File: config.mk
export PLATFORM = sky130hd
export DESIGN_NAME = demux_1to16
export DESIGN_NICKNAME = d
export VERILOG_FILES = /design/src/rtl/demux_pkg.sv /design/src/rtl/onehot_dec4to16.sv /design/src/rtl/demux_1to16.sv
export SDC_FILE = /design/constraint.sdc
export NUM_CORES = 1
export LEC_CHECK = 0
export ABC_AREA = 0
export ABC_CLOCK_PERIOD_IN_PS = 800
export CAP_MARGIN = 5
export CORE_MARGIN = 1
export CORE_UTILIZATION = 30
export CTS_BUF_LIST = sky130_fd_sc_hd__clkbuf_4
export DETAILED_ROUTE_END_ITERATION = 8
export GPL_TIMING_DRIVEN = 0
export PLACE_DENSITY = 0.62
export RECOVER_POWER = 100
export SLEW_MARGIN = 5
export SYNTH_ARGS = -nofsm -noshare
export SYNTH_HDL_FRONTEND = slang
export SYNTH_SLANG_ARGS = --single-unit
File: constraint.sdc
create_clock -name clk -period 0.8 [get_ports clk]
set_clock_uncertainty 0.1 [all_clocks]
set_input_delay 0.2 -clock clk [delete_from_list [all_inputs] [get_ports clk]]
set_output_delay 0.2 -clock clk [all_outputs]
set_load 0.1 [all_outputs]
File: src/rtl/demux_pkg.sv
// Shared constants and helpers for the lane-steering blocks.
// Lane k of a packed lane bus sits at bit offset lane_slice(k, w).
package demux_pkg;

   localparam int NUM_LANES = 16;
   localparam int SEL_W     = 4;

   function automatic int lane_slice(input int k, input int w);
      return k * w;
   endfunction

endpackage

File: src/rtl/onehot_dec4to16.sv
// 4-to-16 one-hot select decoder, purely combinational.
// Shared by the steering blocks that fan one source out to 16 lanes.
module onehot_dec4to16
   import demux_pkg::*;
(
   input  logic [SEL_W-1:0]     sel,
   output logic [NUM_LANES-1:0] onehot
);

   always_comb begin
      onehot      = '0;
      onehot[sel] = 1'b1;
   end

endmodule

File: src/rtl/demux_1to16.sv
// 1-to-16 demultiplexer: steers in onto lane sel, all other lanes zero.
// REG_OUT selects a 1-cycle registered output or a pure combinational path.
module demux_1to16
   import demux_pkg::*;
#(
   parameter int DATA_W  = 1,
   parameter bit REG_OUT = 1'b1
) (
   input  logic                        clk,
   input  logic                        rst_n,
   input  logic [DATA_W-1:0]           in,
   input  logic [SEL_W-1:0]            sel,
   output logic [NUM_LANES*DATA_W-1:0] out
);

   logic [NUM_LANES-1:0]        onehot;
   logic [NUM_LANES*DATA_W-1:0] lanes;

   onehot_dec4to16 u_dec (
      .sel    (sel),
      .onehot (onehot)
   );

   for (genvar k = 0; k < NUM_LANES; k++) begin : g_lane
      assign lanes[lane_slice(k, DATA_W) +: DATA_W] =
         in & {DATA_W{onehot[k]}};
   end

   if (REG_OUT) begin : g_reg
      always_ff @(posedge clk or negedge rst_n) begin
         if (!rst_n) out <= '0;
         else        out <= lanes;
      end
   end else begin : g_comb
      // Clock and reset are intentionally ignored on this path.
      logic unused_clk_rst;
      assign unused_clk_rst = clk ^ rst_n;
      assign out = lanes;
   end

endmodule

=== Word-level counts from Yosys, hierarchy flattened ===
Index checks and enable logic that the tools add are counted.

* Magnitude comparators: 2
* Mux-type cells: 2
* Bitwise logic cells: 16
* Reduce and logical (&&, ||, !) cells: 1

{| class="wikitable"
|+ Operators by type and width
! cell !! number
|-
| AND 1 bit || 16
|-
| less-than comparator 4 x 5 -> 1 bit, second input constant || 1
|-
| demux 1 bit (select 4 bit) || 1
|-
| greater-or-equal comparator 4 x 1 -> 1 bit, second input constant || 1
|-
| logical AND 1 bit || 1
|-
| 2-to-1 mux 1 bit || 1
|}

* Bits in registers: 16
* Input port bits: 7
* Output and inout bits: 16
* Word-level logic and storage cells: 22

=== Longest topological paths before layout ===
Gate-level depths: netlist (run 1).

* Depth in word-level cells: 5
* Depth in mapped cells: 3
* Depth with buffers taken out: 2

=== Cells and area by module ===
A second synthesis (run 1) with hierarchy kept.

* Cells, all modules: 53
* Area, all modules: 753.2 um^2

{| class="wikitable"
|+ By module, submodules not included
! module !! times used !! cells each !! area an instance (um^2) !! seq. area each (um^2)
|-
| demux_1to16 || 1 || 33 || 526.8 || 400.4
|-
| onehot_dec4to16 || 1 || 20 || 226.5 || 0.0
|}

=== Worst setup path after synthesis (run 1) ===
Ideal clock, no wire load.

* Kind: register to output
* Start point: register out[0]
* End point: output out[0]
* Arrival time: 0.883 ns
* Required time: 0.500 ns
* Setup slack: -0.383 ns
* Stages on the path, launching flop included: 1
* Path buffers: 0
* Path through: dfrtp_1

{| class="wikitable"
|+ RTL lines
! element !! line !! text
|-
| start, declared || demux_1to16.sv:13 || <nowiki>output logic [NUM_LANES*DATA_W-1:0] out</nowiki>
|-
| start signal, assigned || demux_1to16.sv:32 || <nowiki>else out <= lanes;</nowiki>
|}

No word-level cell between the ends.

=== Worst setup path in the final report (run 1) ===
* Start point: register out[3]
* End point: output out[3]

No word-level cell between the ends.

==> results of run 1 <==
==> logic make-up after synthesis <==
kind of cell | count (synthesis) | synth area share, %
buf+inv | 2 | 3.70
simple gates | 25 | 30.6
flops | 16 | 65.7
==> cell usage in the layout (no fill, tap or decap), drive strengths merged <==
cell type	synthesis	layout
nor2	6	6
nand2b	3	3
buf	2	18
nor4	2	2
dfrtp	16	16
clkbuf	0	8
nand3b	2	2
nand3	2	2
nand2	2	2
nor3	8	8
dlygate4sd2	0	1
==> metrics by stage <==
stage               setup WS, ns  power, uW  hold WS [ns]  area (sq um)
CTS                       -0.449       1540       -0.0155          1100
global route              -0.464       1570       -0.0551          1060
global placement          -0.999       1110         0.306           916
detailed placement         -1.00       1110         0.306           916
finish                    -0.433       1500        -0.101          1060
floorplan                -0.0922       1020        -0.196           674
==> routing by layer <==
layer  global-route usage (%)  wire, microns  part of all wire, %
met1                     16.2            477                   42
met2                     20.0            607                   53
met3                     1.15             34                  3.0
met4                     10.3             19                  1.7
met5                        0              0                    0
==> final cells by class <==
type                            instances  area [sq um]
Fill cell                             156           763
Sequential cell                        16           460
Timing Repair Buffer                   22           353
Multi-Input combinational cell         25           168
Tap cell                               25          31.3
Clock buffer                            3          22.5
Buffer                                  2          22.5
==> power by group <==
part | internal (uW) | switching, uW
clock | 174 | 219
combinational | 93.0 | 179
sequential | 828 | 10.6
==> repair_timing <==
item | in CTS | in global routing
gates resized for setup | 152 | 7
endpoints found under the hold margin | 16 | 16
pin swaps | 0 | 0
setup endpoints to repair | 48 | 44
cloned | 1 | 0
==> synth_stat cells <==
library cell / n / area [sq um]
nand3b_1: 2 / 15.0
buf_6: 2 / 22.5
nand2b_2: 2 / 17.5
nor3_1: 2 / 10.0
dfrtp_1: 16 / 400
nor4_2: 2 / 25.0
nand3_1: 2 / 10.0
nand2b_4: 1 / 13.8
nor2_1: 6 / 22.5
nor3_2: 6 / 60.1
nand2_2: 2 / 12.5
==> worst max-delay path by stage <==
| stage | startpoint | endpoint | slack (ns) | cells after the start |
|---|---|---|---|---|
| 6_report | out[3]$_DFF_PN0_ | out[3] | -0.43 | 1 |
| 4_1_cts | out[8]$_DFF_PN0_ | out[8] | -0.45 | 1 |
| 3_5_place_dp | out[15]$_DFF_PN0_ | out[15] | -1.0 | 1 |
| 5_1_grt | out[3]$_DFF_PN0_ | out[3] | -0.46 | 1 |
| 3_3_place_gp | out[8]$_DFF_PN0_ | out[8] | -1.0 | 1 |
| 2_1_floorplan | out[0]$_DFF_PN0_ | out[0] | -0.09 | 0 |
==> reports/qor.yml, run 1 <==
port_buffers: 21
outcome: "finished with violations"
final_max_slew_viol_count: 0
fmax_mhz: 811
clkSinkCount: 16
nets: 77
die_height_microns: 47.1
cp.arrival_ns: 0.93
cts_tree: "built"
finalSetupViolCount: 17
wl_per_cell_microns: 12.2
yosys_register_bits: 16
cp_max_fo: 1
critPathMaxStageDelay_ns: 0.49
seq_area_frac_synth_pct: 65.7
die_w_microns: 47.1
drv.max_cap_violation_count: 0
vias_per_cell: 4.47
grtUsageTotal_pct: 12.8
finalCritPeriodShare_pct: 154
reg_top3: "out: 16 flops"
irDropWorstVdd_v: 0.000917
core-area_sq_um: 1820
grt_max_degree: 17
drtIter0Drc: 2
fin_cells: 93
dr.pass1.iters: 4
finish.utilization_pct: 58.1
cp-start-kind: "flip-flop"
ys.warnings.count: 0
tightest_slew_ns: 0.835
fp.dieArea_sq_um: 2220
crit_type: "flip-flop to output port"
largest_register_ffs: 16
postCtsSetupRepairBufs: 0
start_util_pct: 33.5
maxSlewHeadroom_pct: 44.4
critical_path.cell_chain: "buf_12"
rsz0062_at_grt: "yes"
crit_slowest_cell: "dfrtp_4"
violations: "hold timing, setup timing"
syn_inst: 43
crit_family: "flip-flops"
vias: 416
placementRows: 15
fin_setup_tns_ns: -6.89
antenna_left: 0
antenna_found_initial: 0
drt_wl_total_microns: 1140
worstSetupEndpointType: "output port"
htreeDepth: 1
place.gp.congestion: 0.679
syn_area_per_cell_sq_um: 14.2
num_antenna_cells: 0
grt_pass1_vias: 408
cts_buffers: 3
ys_types: 11
ios: 23
hold_violations: 16
layout_min_cycle_time_ns: 1.23
cts_buffer_depth: 2
drive_gt1_share_pct: 70.6
dpl.cell_count: 89
largest_register: "out"
setup_ws_ns: -0.433
syn_nets: 50
hold_slack_ns: -0.101
hold_path_class: "input pin to async pin"
drc: 0
clk_pin_slew_worst_paths_ns: 0.08
ctsRootBufferMaster: "clkbuf_4"
gr-total-overflow: 0
p_leak_uw: 0.000420
dp_hpwl_microns: 745
area_growth_pct: 73.5
netlist_area_sq_um: 609
cp_data_required_time_ns: 0.50
path_buf_inv: 1
grt_pass1_wl_microns: 1870
p_per_area_nw_per_um2: 1420
(Power assumes the default switching activity.)
==> run 2, diff against run 1 <==
Settings changed: DONT_BUFFER_PORTS from default to 1, GPL_TIMING_DRIVEN 0 to default, PLACE_DENSITY 0.62 to 0.48, SKIP_LAST_GASP from default to 1.
==> run 2 against run 1 <==
The flow still finishes with violations (hold timing, setup timing). Final cell count is 24% lower. Non-clock buffer count decreased by 23. Combinational power down 80%. Sequential share of layout area grew 25 points. Core utilization fell by 21 points. Clock power is 4% higher. Global-route usage fell by 2.9 points. Hold slack worse by 0.032 ns. Fmax is 2.3% higher. Wire length decreased by 14%. Critical endpoint is now out[1]. Largest cell class unchanged. Highest routed layer is now met3.
==> reports/qor.yml, run 2 (synthesis gave the netlist of run 1 again) <==
outcome: "finished with violations"
violations: "hold timing, setup timing"
maxSlewHeadroom_pct: 54.7
grt_max_degree: 17
vias_per_cell: 4.58
start_util_pct: 33.5
cts_buffers: 3
dp_hpwl_microns: 752
place.gp.congestion: 0.722
tightest_slew_ns: 0.679
hold_violations: 32
fp.dieArea_sq_um: 2220
place_area_sq_um: 683
drtIter0Drc: 2
finalSetupViolCount: 16
cp_data_required_time_ns: 0.50
grtUsageTotal_pct: 9.93
die_w_microns: 47.1
reg_top3: "out: 16 flops"
drv.max_cap_violation_count: 0
pre_cts_slack_ns: -0.0964
cts_buffer_depth: 2
switchingPower_uw: 366
p_int_uw: 1030
fmax_mhz: 830
p_per_area_nw_per_um2: 2090
holdPathStages: 1
hold_path_class: "input pin to flip-flop"
ctsRootBufferMaster: "clkbuf_4"
cp.arrival_ns: 0.90
num_antenna_cells: 0
placementRows: 15
final_common_cell: "dfrtp_4"
crit_type: "flip-flop to output port"
core-area_sq_um: 1820
htreeDepth: 1
sw_frac_of_total_pct: 26.3
postCtsSetupRepairBufs: 0
die_height_microns: 47.1
grt_pass1_wl_microns: 1400
setup_ws_ns: -0.405
finalCritPeriodShare_pct: 151
area_growth_pct: 9.45
cp-start-kind: "flip-flop"
drc: 0
worstHoldStart: "sel[2]"
ios: 23
grt_pass1_vias: 296
largest_register_ffs: 16
nets: 54
antenna_found_initial: 0
final_max_slew_viol_count: 0
gr-total-overflow: 0
total_power_uw: 1390
clkSinkCount: 16
drt_wl_total_microns: 973
rsz0062_at_grt: "yes"
pwr-share-seq_pct: 66.7
port_buffers: 0
layout_common_cells: "16 x dfrtp_4, 7 x nor3_1, 6 x nor2_1, 3 x nand2b_1, 3 x clkbuf_4"
hold_buffers: 1
vias: 325
worstSetupEndpointType: "output port"
clkPwrFrac_pct: 29.3
dr.pass1.iters: 2
largest_register: "out"
cts_tree: "built"
hold_slack_ns: -0.134
antenna_left: 0
irDropWorstVdd_v: 0.000861
p_comb_share_pct: 4.0
clk_pin_slew_worst_paths_ns: 0.09
min_to: "out[1]$_DFF_PN0_"
final_area_sq_um: 667
cp_max_fo: 1
p_leak_uw: 0.000250
layout_min_cycle_time_ns: 1.20
wl_per_cell_microns: 13.7
drive_gt1_share_pct: 47.8
-- run 2: what timing repair did --
item,4_1_cts,5_1_grt
endpoints found under the setup margin,16,32
hold endpoints to repair,32,32
resized for setup,0,1
-- run 2: layer usage --
layer  wire [microns]  vias up  global-route usage [%]
met4                0        0                    6.86
li1                 -      153                       -
met5                0        -                       0
met3               93        0                    6.15
met1              452      155                    12.1
met2              427       17                    12.8
-- run 2: final cells by class --
cell class / instances / area, sq um
fillers: 191 / 1150
flip-flops and latches: 16 / 460
multi-input cells: 25 / 136
well taps: 25 / 31.3
clock buffers: 3 / 22.5
repair buffers: 1 / 12.5
clock inverters: 1 / 3.75
-- run 2: power groups by stage --
stage	Sequential (uW)	Combinational (uW)	Clock (uW)
2_1_floorplan	949	69.0	0
3_3_place_gp	950	51.3	0
3_5_place_dp	950	52.1	0
4_1_cts	931	70.9	419
5_1_grt	932	63.2	476
6_report	930	55.3	408
-- run 2: worst max path at each step --
stage | from | endpoint | slack [ns] | cells past startpoint
2_1_floorplan | out[0]$_DFF_PN0_ | out[0] | -0.09 | 0
3_3_place_gp | out[4]$_DFF_PN0_ | out[4] | -0.1 | 0
3_5_place_dp | out[3]$_DFF_PN0_ | out[3] | -0.1 | 0
4_1_cts | out[3]$_DFF_PN0_ | out[3] | -0.41 | 0
5_1_grt | out[5]$_DFF_PN0_ | out[5] | -0.44 | 0
6_report | out[1]$_DFF_PN0_ | out[1] | -0.40 | 0
-- run 2: through the flow --
step	instances	utilization, %	TNS (ns)	hold slack (ns)
after floorplan	43	-	-1.48	-0.196
after global placement	66	37.5	-1.52	-0.195
after detailed placement	66	37.5	-1.52	-0.195
after CTS	71	39.5	-10.49	-0.137
after global routing	71	36.6	-6.94	-0.160
final	71	36.6	-6.39	-0.134
==> run 3, diff against run 2 <==
Settings changed: ABC_CLOCK_PERIOD_IN_PS 800 to 1100, CTS_CLUSTER_DIAMETER from default to 40, PLACE_DENSITY 0.48 to 0.49.
Clock period 0.8 ns to 1.1 ns, I/O delays scaled along.
==> run 3 against run 2 <==
The flow still finishes with violations (hold timing, setup timing). Critical path depth is 1 higher. First-iteration DRC count grew to 3.5 times the previous value. Global-route usage is 1.3 points higher.
==> reports/qor.yml, run 3 (synthesis gave the netlist of run 1 again) <==
outcome: "finished with violations"
violations: "hold timing, setup timing"
clkSinkCount: 16
grt_pass1_wl_microns: 1650
fin_setup_tns_ns: -2.26
tightest_slew_ns: 0.773
cp.arrival_ns: 0.88
hold_path_class: "input pin to async pin"
cts_tree: "built"
hold_violations: 16
path_buf_inv: 1
antenna_found_initial: 0
largest_register_ffs: 16
finish.utilization_pct: 53.8
vias: 395
cts_buffers: 3
cts_buffer_depth: 2
postCtsSetupRepairBufs: 0
grt_max_degree: 17
critical_path.cell_chain: "buf_12"
cp_data_required_time_ns: 0.72
drc: 0
drive_gt1_share_pct: 61.5
nets: 73
vias_per_cell: 4.39
p_leak_uw: 0.000396
rsz0062_at_grt: "yes"
drt_wl_total_microns: 1060
fin_cells: 90
reg_top3: "out: 16 flops"
die_w_microns: 47.1
cp-start-kind: "flip-flop"
placementRows: 15
crit_type: "flip-flop to output port"
core-area_sq_um: 1820
htreeDepth: 1
crit_slowest_cell: "dfrtp_2"
total_power_uw: 1070
ctsRootBufferMaster: "clkbuf_4"
layout_common_cells: "16 x dfrtp_2, 16 x buf_12, 7 x nor3_1, 6 x nor2_1, 3 x clkbuf_4"
finalCritPeriodShare_pct: 114
dp_hpwl_microns: 829
drtIter0Drc: 7
fmax_mhz: 799
critPathMaxStageDelay_ns: 0.43
cp_max_fo: 1
irDropWorstVdd_v: 0.000770
final_max_slew_viol_count: 0
antenna_left: 0
gr-total-overflow: 0
fp.dieArea_sq_um: 2220
worstSetupEndpointType: "output port"
maxSlewHeadroom_pct: 48.5
setup_ws_ns: -0.151
area_growth_pct: 60.8
place.gp.congestion: 0.712
pre_cts_slack_ns: 0.158
clk_pin_slew_worst_paths_ns: 0.08
dpl.cell_count: 82
layout_min_cycle_time_ns: 1.25
drv.max_cap_violation_count: 0
port_buffers: 0
hold_slack_ns: -0.0624
start_util_pct: 33.5
num_antenna_cells: 0
dr.pass1.iters: 4
grt_pass1_vias: 367
p_per_area_nw_per_um2: 1090
die_height_microns: 47.1
wl_per_cell_microns: 11.8
finalSetupViolCount: 16
crit_family: "flip-flops"
largest_register: "out"
grtUsageTotal_pct: 11.2
ios: 23
run 3: cell types whose count changed in the layout (fill, tap and decap cells not counted), sizes merged:
cell,change
buf,+16
clkbuf,+1
clkdlybuf4s25,+1
dlygate4sd3,+1
run 3: through the flow:
stage	hold WS [ns]	instance area [sq um]
6_report	-0.0624	980
3_3_place_gp	-0.120	958
4_1_cts	0.0217	1020
2_1_floorplan	-0.121	629
3_5_place_dp	-0.120	958
5_1_grt	0.00489	980
run 3: power by group:
part           leakage, uW  switching [uW]  internal (uW)  total, uW
combinational     0.000185             111           56.9        168
clock            0.0000154             163            132        295
sequential        0.000195            7.75            598        606
run 3: area by class of cell:
| class | count | area (sq um) |
|---|---|---|
| Fill cell | 162 | 841 |
| Sequential cell | 16 | 420 |
| Timing Repair Buffer | 20 | 357 |
| Multi-Input combinational cell | 25 | 145 |
| Tap cell | 25 | 31.3 |
| Clock buffer | 3 | 22.5 |
| Clock inverter | 1 | 3.75 |
run 3: repair_timing:
item	4_1_cts	5_1_grt
setup endpoints to repair	16	40
hold buffers	4	0
pin swaps	0	1
resized for setup	0	3
endpoints found under the hold margin	26	0
run 3: final timing paths:
kind,startpoint,endpoint,slack [ns],cells after the start
setup / recovery,out[9]$_DFF_PN0_,out[9],-0.15,1
hold / removal,rst_n,out[5]$_DFF_PN0_,-0.06,1
max in group asynchronous,rst_n,out[8]$_DFF_PN0_,0.43,1
min in group clk,sel[0],out[9]$_DFF_PN0_,0.04,2
run 3: per-layer routing:
metal  share of wire [%]  routed length, microns  vias up  track usage, %
li1                    -                       -      192               -
met1                  41                     433      175            13.1
met2                  47                     497       23            16.7
met3                 8.9                      94        5            5.38
met4                 3.4                      36        0            6.86
met5                   0                       0        -               0
==> RTL change 1: new RTL, flow settings as in run 3 <==
`SEL_W`: 4 -> 3.
--- a/src/rtl/demux_pkg.sv
+++ b/src/rtl/demux_pkg.sv
@@ -5,3 +5,3 @@
    localparam int NUM_LANES = 16;
-   localparam int SEL_W     = 4;
+   localparam int SEL_W     = 3;
 
Ports: changed (resized sel); port bits go from 23 to 22. The function was not compared with the original's and may differ.
==> RTL change 1 against run 3 <==
  * The flow finishes with violations (setup timing)
  * Synthesized area down 41%
  * Count of clock-buffer cells in the layout is the same
  * Routed wire length down 39%
  * Total power decreased by 29%
  * Die area decreased by 40%
  * Worst setup slack better by 0.048 ns
  * Sequential share of layout area is 6.0 points lower
  * Final area shrank 42%
  * Sequential cell count shrank 8
  * Critical endpoint is now out[2]
  * Largest cell class unchanged
  * Largest power group unchanged
==> RTL change 1: results (changes against run 3) <==
Status: finished, violations left
Failing checks: setup timing
Leakage: 0.258 nW (-35%)
Placed cell area: 513 µm² (-46%)
Worst vdd ir: 463 µV (-40%)
Hpwl dp: 499 µm (-40%)
WL/cell: 12.3 µm (+3.9%)
Post-Place Cells: 46 (-44%)
Post-synthesis sequential area ratio: 0.557 (-0.0996)
First-pass GRT wire length: 952 µm (-42%)
Final WS setup: -0.103 ns (+0.0483 ns)
Clock transition at path regs: 0.05 ns (-0.03 ns)
Synth top cells by count: buf_4, dfrtp_1, and4b_2, and4bb_1
DRT Pass-1 Iters: 2 (-2)
Nets: 47 (-36%)
Distinct cells, synth: 9 (-2)
Largest net degree at the start of global routing: 9 (-8)
Hold Crit Class: input port to flip-flop
Filler cells: 107 (-34%)
Final WL: 650 µm (-39%)
Initial DRC Count: 1 (-6)
Largest regs: out: 8 flops
WP data arrival: 0.83 ns (-0.05 ns)
Vias/cell: 4.45 (+1.5%)
GRT Total Usage: 0.112 (-0.000463)
Top post-synthesis cells by area: dfrtp_1, buf_4, and4bb_1
Share of cells above drive strength 1: 0.590 (-0.0256)
Vias in the first global route: 215 (-41%)
CP peak stage delay: 0.41 ns (-0.02 ns)
Final Setup Violations: 8 (-8)
[RTL change 1: kinds of logic (layout without fill, tap and decap cells)]
group | after synthesis | in the layout | synth area share
buffers and inverters | 8 | 15 | 0.167
flip-flops | 8 | 8 | 0.557
other | 1 | 8 | 0.0104
AND/OR/NAND/NOR | 8 | 8 | 0.265
[RTL change 1: final timing paths]
| kind | start | endpoint | slack, ns | depth (start not counted) |
|---|---|---|---|---|
| setup / recovery | out[2] | out[2] | -0.10 | 1 |
| hold / removal | in | out[0] | 0.08 | 1 |
| max in group asynchronous | rst_n | out[7] | 0.36 | 1 |
| min in group asynchronous | rst_n | out[2] | 0.26 | 1 |
[RTL change 1: per-layer routing]
layer,global-route usage,share of wire,up-vias
met5,0,0,-
met4,0.0833,0.0077,0
met3,0.0610,0.11,2
met2,0.183,0.54,17
met1,0.102,0.34,114
li1,-,-,103
[RTL change 1: repair_timing]
action,4_1_cts,5_1_grt
setup endpoints to repair,8,8
endpoints found under the hold margin,9,0
hold buffers,4,0
[RTL change 1: metrics by stage]
step	power (mW)	setup WS [ns]
2_1_floorplan	0.518	0.0793
3_3_place_gp	0.532	0.169
3_5_place_dp	0.534	0.148
4_1_cts	0.765	-0.115
5_1_grt	0.776	-0.119
6_report	0.756	-0.103
[RTL change 1: layout make-up]
type                            instances  area, µm²  share of cell area
Clock buffer                            3       22.5              0.0396
Tap cell                               14       17.5              0.0308
Timing Repair Buffer                   12        200               0.352
Multi-Input combinational cell         16        119               0.209
Sequential cell                         8        210               0.369
[RTL change 1: power breakdown]
| group | internal (mW) | leakage (nW) | switching [mW] |
|---|---|---|---|
| Combinational | 0.0478 | 0.147 | 0.187 |
| Sequential | 0.304 | 0.0970 | 0.00640 |
| Clock | 0.124 | 0.0138 | 0.0865 |
==> RTL change 2: new RTL, config.mk and constraints of run 3 <==
Made on the original files. Register the inputs `in` and `sel` before use, with the module's reset. The logic sees them one clock later.
--- a/src/rtl/demux_1to16.sv
+++ b/src/rtl/demux_1to16.sv
@@ -15,2 +15,15 @@
 
+   logic [DATA_W-1:0] in_q;
+   logic [SEL_W-1:0] sel_q;
+
+   always_ff @(posedge clk or negedge rst_n) begin
+      if (!rst_n) begin
+         in_q  <= '0;
+         sel_q <= '0;
+      end else begin
+         in_q  <= in;
+         sel_q <= sel;
+      end
+   end
+
    logic [NUM_LANES-1:0]        onehot;
@@ -19,3 +32,3 @@
    onehot_dec4to16 u_dec (
-      .sel    (sel),
+      .sel    (sel_q),
       .onehot (onehot)
@@ -25,3 +38,3 @@
       assign lanes[lane_slice(k, DATA_W) +: DATA_W] =
-         in & {DATA_W{onehot[k]}};
+         in_q & {DATA_W{onehot[k]}};
    end
Behaviour: not the same (a bounded check fails within 4 cycles, from zero or initial values and one cycle with rst_n low).
==> RTL change 2 against run 3 <==
  * The run still ends with hold timing, setup timing left
  * Critical endpoint is now out[6]
  * Final area grew 16%
  * Highest routed layer unchanged
  * Critical path type unchanged
  * Worst setup slack lost 0.013 ns
  * Combinational power decreased by 8%
  * Total power up 26%
  * Die area is 13% higher
  * Routed wire length is 3.9% higher
  * Sequential cell count is 5 higher
  * Synthesized area rose by 14%
==> RTL change 2: results (changes against run 3) <==
Failing checks: hold timing, setup timing
Largest regs: out: 16 flops, sel_q: 4 flops, in_q: 1 flops
Non-filler instance count after layout: 99 (+10%)
Leakage: 0.460 nW (+16%)
Largest net degree at the start of global routing: 22 (+5)
Register share of total power: 0.611 (+0.044)
Mapped Cells: 48 (+12%)
Placed cell area: 0.00105 mm² (+10%)
Share of cells above drive strength 1: 0.606 (-0.00975)
DR vias: 430 (+8.9%)
Final WS setup: -0.164 ns (-0.0127 ns)
Post-synthesis sequential area ratio: 0.759 (+0.102)
Final count of hold timing violations: 21 (+5)
Hold WS: -0.437 ns (-0.375 ns)
Top post-synthesis cells by area: dfrtp_1, nor3_1, nand2b_4
Post-Place Cells: 90 (+9.8%)
GP Congestion: 0.694 (-2.4%)
Initial DRC Count: 5 (-2)
Sw frac: 0.243 (-0.0210)
Clock power frac: 0.275 (about the same)
Vias in the first global route: 410 (+12%)
Worst slew margin: 0.823 (+0.339)
Nets: 79 (+8.2%)
GRT Total Usage: 0.104 (-0.00757)
Clock transition at path regs: 0.10 ns (+0.02 ns)
Status: finished, violations left
Final Setup Violations: 16 (unchanged)
## RTL change 2: changes by cell type after synthesis, moves of 2 or more
cell      before  now
nand2b_2       2    0
nor3_2         6    2
buf_6          2    0
nor4_1         0    2
nor4_2         2    0
nor3_1         2    6
dfrtp_1       16   21
## RTL change 2: worst paths after layout
| check | startpoint | endpoint |
|---|---|---|
| min in group clk | sel[2] | sel_q[2] |
| setup reg to reg | sel_q[2] | out[7] |
| hold reg to reg | sel_q[1] | out[0] |
| hold / removal | rst_n | out[1] |
| max in group asynchronous | rst_n | out[14] |
| setup / recovery | out[6] | out[6] |
## RTL change 2: final cells by class
| class | count | area, µm² |
|---|---|---|
| Fill cell | 189 | 1050 |
| Sequential cell | 21 | 548 |
| Timing Repair Buffer | 21 | 370 |
| Multi-Input combinational cell | 25 | 156 |
| Tap cell | 28 | 35.0 |
| Clock buffer | 4 | 30.0 |
## RTL change 2: what timing repair did
item / 4_1_cts / 5_1_grt
resized for setup: 0 / 4
setup endpoints to repair: 16 / 23
pin swaps: 0 / 0
cloned: 0 / 0
hold endpoints to repair: 26 / 21
## RTL change 2: metal layers
metal	wire length, µm	track usage	vias to the layer above
li1	-	-	207
met1	425	0.111	206
met2	601	0.176	15
met3	62	0.0309	2
met4	13	0.0714	0
met5	0	0	-
## RTL change 2: logic make-up after synthesis
kind of cell	Yosys count	synth area share
AND/OR/NAND/NOR	25	0.222
buffers and inverters	2	0.0181
flip-flops	21	0.759
## RTL change 2: metrics by stage
stage | setup WS, ns | total power, mW
2_1_floorplan | 0.0793 | 0.927
3_3_place_gp | 0.0399 | 0.976
3_5_place_dp | 0.0323 | 0.979
4_1_cts | -0.186 | 1.37
5_1_grt | -0.217 | 1.42
6_report | -0.164 | 1.34
